[src/rtl/sram_a_reader.sv]
// sram_a_reader: burst read initiator for activation SRAM bank A.
// Issues credit-limited single-byte reads and streams the returned bytes through a 2-entry FIFO.
module sram_a_reader #(
    parameter int ADDR_W = 10,
    parameter int DATA_W = 8
) (
    input  logic              clk,
    input  logic              rst,
    input  logic              start,
    input  logic [ADDR_W-1:0] base_addr,
    input  logic [ADDR_W:0]   length,
    output logic              busy,
    output logic              done,
    output logic              sram_ce,
    output logic              sram_we,
    output logic [ADDR_W-1:0] sram_addr,
    output logic [DATA_W-1:0] sram_din,
    input  logic [DATA_W-1:0] sram_dout,
    output logic              m_valid,
    output logic [DATA_W-1:0] m_data,
    output logic              m_last,
    input  logic              m_ready
);

    typedef enum logic {IDLE, RUN} state_t;

    state_t            state;
    logic [ADDR_W:0]   issue_cnt;
    logic [ADDR_W:0]   beat_cnt;
    logic [ADDR_W-1:0] next_addr;
    logic [ADDR_W-1:0] last_addr;
    logic              inflight;
    logic [DATA_W-1:0] fifo_mem [2];
    logic              wr_ptr;
    logic              rd_ptr;
    logic [1:0]        fifo_cnt;
    logic              pop;
    logic [1:0]        slots_used;

    assign m_valid = (fifo_cnt != 2'd0);
    assign m_data  = fifo_mem[rd_ptr];
    assign m_last  = m_valid && (beat_cnt == (ADDR_W+1)'(1));
    assign pop     = m_valid && m_ready;

    // A read may issue only if its data is guaranteed a FIFO slot, counting the slot this cycle's pop frees.
    assign slots_used = fifo_cnt + {1'b0, inflight} - {1'b0, pop};
    assign sram_ce    = (state == RUN) && (issue_cnt != '0) && (slots_used < 2'd2);
    assign sram_addr  = sram_ce ? next_addr : last_addr;
    assign sram_we    = 1'b0;
    assign sram_din   = '0;
    assign busy       = (state == RUN);

    always_ff @(posedge clk or posedge rst) begin
        if (rst) begin
            state       <= IDLE;
            issue_cnt   <= '0;
            beat_cnt    <= '0;
            next_addr   <= '0;
            last_addr   <= '0;
            inflight    <= 1'b0;
            fifo_mem[0] <= '0;
            fifo_mem[1] <= '0;
            wr_ptr      <= 1'b0;
            rd_ptr      <= 1'b0;
            fifo_cnt    <= '0;
            done        <= 1'b0;
        end else begin
            done     <= 1'b0;
            inflight <= sram_ce;
            if (sram_ce) begin
                last_addr <= next_addr;
                next_addr <= next_addr + ADDR_W'(1);
                issue_cnt <= issue_cnt - (ADDR_W+1)'(1);
            end
            if (inflight) begin
                fifo_mem[wr_ptr] <= sram_dout;
                wr_ptr           <= ~wr_ptr;
            end
            if (pop) begin
                rd_ptr   <= ~rd_ptr;
                beat_cnt <= beat_cnt - (ADDR_W+1)'(1);
            end
            fifo_cnt <= fifo_cnt + {1'b0, inflight} - {1'b0, pop};
            case (state)
                IDLE: begin
                    if (start) begin
                        if (length == '0) begin
                            done <= 1'b1;
                        end else begin
                            state     <= RUN;
                            next_addr <= base_addr;
                            issue_cnt <= length;
                            beat_cnt  <= length;
                        end
                    end
                end
                RUN: begin
                    if (pop && (beat_cnt == (ADDR_W+1)'(1))) begin
                        state <= IDLE;
                        done  <= 1'b1;
                    end
                end
                default: state <= IDLE;
            endcase
        end
    end

endmodule
[config.mk]
export PLATFORM = sky130hd
export DESIGN_NAME = sram_a_reader
export DESIGN_NICKNAME = d
export VERILOG_FILES = /design/src/rtl/sram_a_reader.sv
export SDC_FILE = /design/constraint.sdc
export NUM_CORES = 1
export LEC_CHECK = 0
export ABC_CLOCK_PERIOD_IN_PS = 5250
export CAP_MARGIN = 25
export CORE_ASPECT_RATIO = 1.1
export CORE_MARGIN = 2
export CORE_UTILIZATION = 35
export DETAILED_ROUTE_END_ITERATION = 8
export PLACE_DENSITY = 0.67
export SKIP_LAST_GASP = 1
export SYNTH_ARGS = -nofsm -noshare
export SYNTH_HDL_FRONTEND = slang
export SYNTH_SLANG_ARGS = --single-unit
[constraint.sdc]
create_clock -name clk -period 5.25 [get_ports clk]
set_clock_uncertainty 0.1 [all_clocks]
set_input_delay 1.05 -clock clk [delete_from_list [all_inputs] [get_ports clk]]
set_output_delay 1.05 -clock clk [all_outputs]
set_load 0.005 [all_outputs]
== Yosys cells after proc, flatten, opt, wreduce, memory -nomap -nowiden ==
Index checks and enable logic that the tools add are counted.
Word-level totals
  register bits after elaboration: 65
  bits of input ports: 33
Cells by class
  reductions and logical operators: 9
  eq/ne operators: 1
  magnitude comparators: 4
  bitwise operators: 5
  mux-type cells: 27
  add/sub/neg operators: 5
Operators with widths (number)
  $mux W11: 8
  $mux W10: 5
  $mux W8: 4
  $sub A11 B1 Y11 const B: 2
  $bwmux W16: 1
  $eq A11 B1 Y1 const B: 1
  $logic_not A11 Y1: 1
  $reduce_bool A11 Y1: 1
  $add A10 B1 Y10 const B: 1
  $demux W8 S1: 1
  $logic_and A1 B1 Y1: 6
  $mux W1: 6
  $ge A2 B2 Y1 const B: 2
  $not A1 Y2: 2
  $pmux W1 S2: 2
  $not A1 Y1: 3
  $add A2 B1 Y2: 1
  $lt A2 B1 Y1 const B: 1
  $lt A2 B2 Y1 const B: 1
  $reduce_bool A2 Y1: 1
  $sub A2 B1 Y2: 1

== Logic depth before layout (Yosys ltp) ==
Gate-level depths: netlist of the first run.
  depth after elaboration: 9
  depth in mapped cells: 11
  mapped depth without buffers: 9

== Worst setup path before layout of the first run ==
No wires, ideal clock.
  path type: input port to output port
  start point: input port m_ready
  end point: output port sram_addr[4]
  arrival time: 2.757 ns
  path slack: 1.343 ns
  buffers on the path: 2
  stages: 10
  required time: 4.100 ns
  cells stage by stage: nor2b_4 > nand2_1 > o21ai_0 > ha_1 > nand2b_1 > o21ai_1 > buf_2 > nor3_4 > buf_6 > mux2_1
On the way
  word-level cells in the longest chain between the ends: 5
Ends and longest elaborated chain
  start, declared: RTL line 22  | input logic m_ready
  $logic_and A1 B1 Y1: RTL line 43  | assign pop = m_valid && m_ready;
  $sub A2 B1 Y2: RTL line 46  | assign slots_used = fifo_cnt + {1'b0, inflight} - {1'b0, pop};
  $lt A2 B2 Y1: RTL line 47  | assign sram_ce = (state == RUN) && (issue_cnt != '0) && (slots_used < 2'd2);
  $logic_and A1 B1 Y1: RTL line 47
  net sram_ce: RTL line 14  | output logic sram_ce,
  $mux W10
  end, declared: RTL line 16  | output logic [ADDR_W-1:0] sram_addr,
The timed path passes the listed nets, and every way through them passes these cells.

== Worst setup path in the final report of the first run ==
  start point: input port m_ready
  end point: output port sram_addr[1]
On the way
  word-level cells in the longest chain between the ends: 5
Ends and longest elaborated chain (RTL line)
  $logic_and A1 B1 Y1: 43
  $sub A2 B1 Y2: 46
  $lt A2 B2 Y1: 47
  $logic_and A1 B1 Y1: 47
  $mux W10
No other way between the ends.

==> results of run 1 <==
## worst min path at each step
| stage | cells past startpoint | to | startpoint | slack (ps) |
|---|---|---|---|---|
| finish | 1 | last_addr[7] | last_addr[7] | 380 |
| global route | 1 | last_addr[4] | last_addr[4] | 410 |
| CTS | 1 | wr_ptr | wr_ptr | 390 |
| detailed placement | 1 | last_addr[7] | last_addr[7] | 380 |
| global placement | 1 | last_addr[5] | last_addr[5] | 370 |
| floorplan | 1 | wr_ptr | wr_ptr | 360 |
## cells in the final DEF, fill, tap and decap left out, types with 8 or more instances in the layout
cell             count
dfrtp_1             65
clkdlybuf4s50_1     55
nand2_1             32
mux2_2              31
xnor2_1             19
o21ai_0             17
nor2_1              11
nor4_1              11
a21oi_1             11
clkbuf_8            10
conb_1               9
nor3_1               8
## layer usage
| layer | up-vias | global-route usage, % |
|---|---|---|
| met5 | - | 0 |
| met4 | 0 | 6.43 |
| met3 | 7 | 2.36 |
| met2 | 47 | 23.7 |
| met1 | 1174 | 19.7 |
| li1 | 1171 | - |
## flip-flops by register name, summed over array words and instances, names as in the netlist
register	count
beat_cnt	11
busy	1
done	1
fifo_cnt	2
fifo_mem	16
inflight	1
issue_cnt	11
last_addr	10
next_addr	10
rd_ptr	1
wr_ptr	1
## power groups by stage
stage	Clock [mW]	Sequential (mW)	Combinational, mW
global route	0.469	0.985	1.16
floorplan	0	0.891	0.691
detailed placement	0	0.958	1.04
finish	0.430	0.949	1.04
CTS	0.443	0.951	1.05
global placement	0	0.945	1.02
## critical path, stage by stage
cell	delay [ps]
clkdlybuf4s50_1	580
nor2b_4	230
nand2_1	70
o21ai_0	80
ha_1	200
nand2b_1	150
o21ai_1	120
nor3_4	200
buf_4	230
mux2_2	370
clkdlybuf4s50_1	450
## area by class of cell
type | instances | area (um2)
tap | 117 | 146
clock buffer | 10 | 138
clock inverter | 6 | 67.6
timing repair buffer | 61 | 596
multi-input combinational | 216 | 1530
sequential | 65 | 1630
fill | 855 | 5080
inverter | 8 | 30.0
## cells by family (layout without fill, tap and decap cells)
kind of cell / Yosys count / count (layout) / synth area share [%]
AND/OR/NAND/NOR: 93 / 93 / 15.7
flip-flops: 65 / 65 / 49.7
AO/OA/AOI/OAI: 47 / 47 / 8.64
multiplexers: 37 / 37 / 12.7
buffers and inverters: 28 / 85 / 4.62
XOR/XNOR: 25 / 25 / 6.69
adder cells (fa/ha/maj): 5 / 5 / 1.91
other: 1 / 9 / 0.115
## through the flow
step                setup WS (ps)  cell area [um2]  cells  hold slack, ps  util [%]
floorplan                    1340             3300    309             361         -
global placement              389             3930    467             366      42.6
detailed placement            374             3930    467             376      42.6
CTS                           356             4130    483             390      44.8
global route                  124             4130    483             412      44.8
finish                        367             4130    483             385      44.8
==> results.sh, run 1 <==
export IMPL_outcome="complete, no violations"
export IMPL_clk_latency_ps=340
export IMPL_ys_flop_type="dfrtp_1"
export IMPL_track_usage_pct=14.8
export IMPL_arrival_ps=3730
export IMPL_start_kind="input port"
export IMPL_fmax_mhz=205
export IMPL_netlist_area_um2=3270
export IMPL_p_per_area_nw_per_um2=585
export IMPL_hold_class="flop to flop"
export IMPL_maxCapViolations=0
export IMPL_drt_wirelength_per_cell_um=14.4
export IMPL_wl_met3_um=263
export IMPL_worstRegToRegCells=10
export IMPL_ir_drop_mv=0.282
export IMPL_postCtsSetupBuffers=0
export IMPL_routed_wl_met2_um=3390
export IMPL_path_max_fanout=12
export IMPL_drive_gt1_share_pct=16.7
export IMPL_synth_cell_type_count=48
export IMPL_grt_max_degree=43
export IMPL_switching_share_pct=33.1
export IMPL_die_w_um=96.2
export IMPL_placementRows=37
export IMPL_die_h_um=105
export IMPL_yosysTopAreaCellShare_pct=49.7
export IMPL_min_period_ps=4880
export IMPL_slew_violations=0
export IMPL_synth_most_common_cell="dfrtp_1"
export IMPL_setup_tns_ps=0
export IMPL_synth_edf_count=0
export IMPL_port_buffer_count=55
export IMPL_cts_root_buf="clkbuf_8"
export IMPL_core_area_um2=9210
export IMPL_rsz0062_at_grt="no"
export IMPL_period_share_pct=93.0
export IMPL_dr_pass1_iters=4
export IMPL_grt_overflow=0
export IMPL_cts_sinks=65
export IMPL_required_ps=4100
export IMPL_r2r_setup_slack_ps=2600
export IMPL_ctsLongestPathBuffers=2
export IMPL_synth_cells=301
export IMPL_seq_power_share_pct=39.3
export IMPL_grt_pass1_wl_um=11600
export IMPL_p_switching_mw=0.800
export IMPL_yosysWarnings=0
export IMPL_ys_top_cells_by_area="dfrtp_1 (50%), mux2_2 (11%), xnor2_1 (5.1%), nand2_1 (3.7%), o21ai_0 (2.6%)"
export IMPL_yosys_register_bits=65
export IMPL_comb_power_share_pct=42.9
export IMPL_clk_pin_slew_ps=70
export IMPL_pwr_share_clk_pct=17.8
export IMPL_endpoint_kind="primary output"
export IMPL_top_layer="met4"
export IMPL_num_nets_final=399
export IMPL_cts_hold_buf=0
export IMPL_crit_end="sram_addr[1]"
export IMPL_via_count=2399
export IMPL_power_leakage_nw=1.61
export IMPL_wl_met1_um=3210
export IMPL_synth_common_cells="dfrtp_1 (65), nand2_1 (32), mux2_2 (31), xnor2_1 (19), o21ai_0 (17)"
export IMPL_critPathLaunch="m_ready"
export IMPL_maxSlewHeadroom_pct=40.9
export IMPL_yosysTopAreaCell="dfrtp_1"
export IMPL_io_pins=65
export IMPL_drt_iter0_markers=71
export IMPL_syn_avg_cell_area_um2=10.9
export IMPL_antenna_left=0
export IMPL_grt_pass1_vias=2501
export IMPL_finalSetupViolCount=0
export IMPL_vias_per_cell=4.97
export IMPL_cts_resized=0
export IMPL_antenna_found_initial=0
export IMPL_hold_viol_final=0
export IMPL_die_area_um2=10100
export IMPL_htree_levels=3
export IMPL_cts_made_buffers=9
export IMPL_setup_worst_path_class="input port to primary output"
export IMPL_post_dp_hpwl_um=5060
export IMPL_reg2reg_from="fifo_cnt[0]"
export IMPL_rr_endpoint="issue_cnt[7]"
export IMPL_synthArstFlopShare_pct=100
export IMPL_tightest_slew_ps=885
export IMPL_power_internal_mw=1.62
export IMPL_cts_tree="built"
export IMPL_power_mw=2.42
export IMPL_seq_area_frac_synth_pct=49.7
export IMPL_start_util_pct=35.5
export IMPL_gp_congestion=0.784
export IMPL_drc_errors=0
export IMPL_area_growth_pct=26.1
export IMPL_wl_um=6950
export IMPL_antennaDiodeCount=0
Power figures use the tool's default switching activity.
==> run 2, diff against run 1 <==
- ABC_CLOCK_PERIOD_IN_PS: 5250 -> not set
==> results of run 2 <==
Final layout, timing and power as in run 1 (identical DEF).
==> run 3, diff against run 2 <==
- TNS_END_PERCENT: not set -> 5
==> results of run 3 <==
Final layout, timing and power as in run 1 (identical DEF).
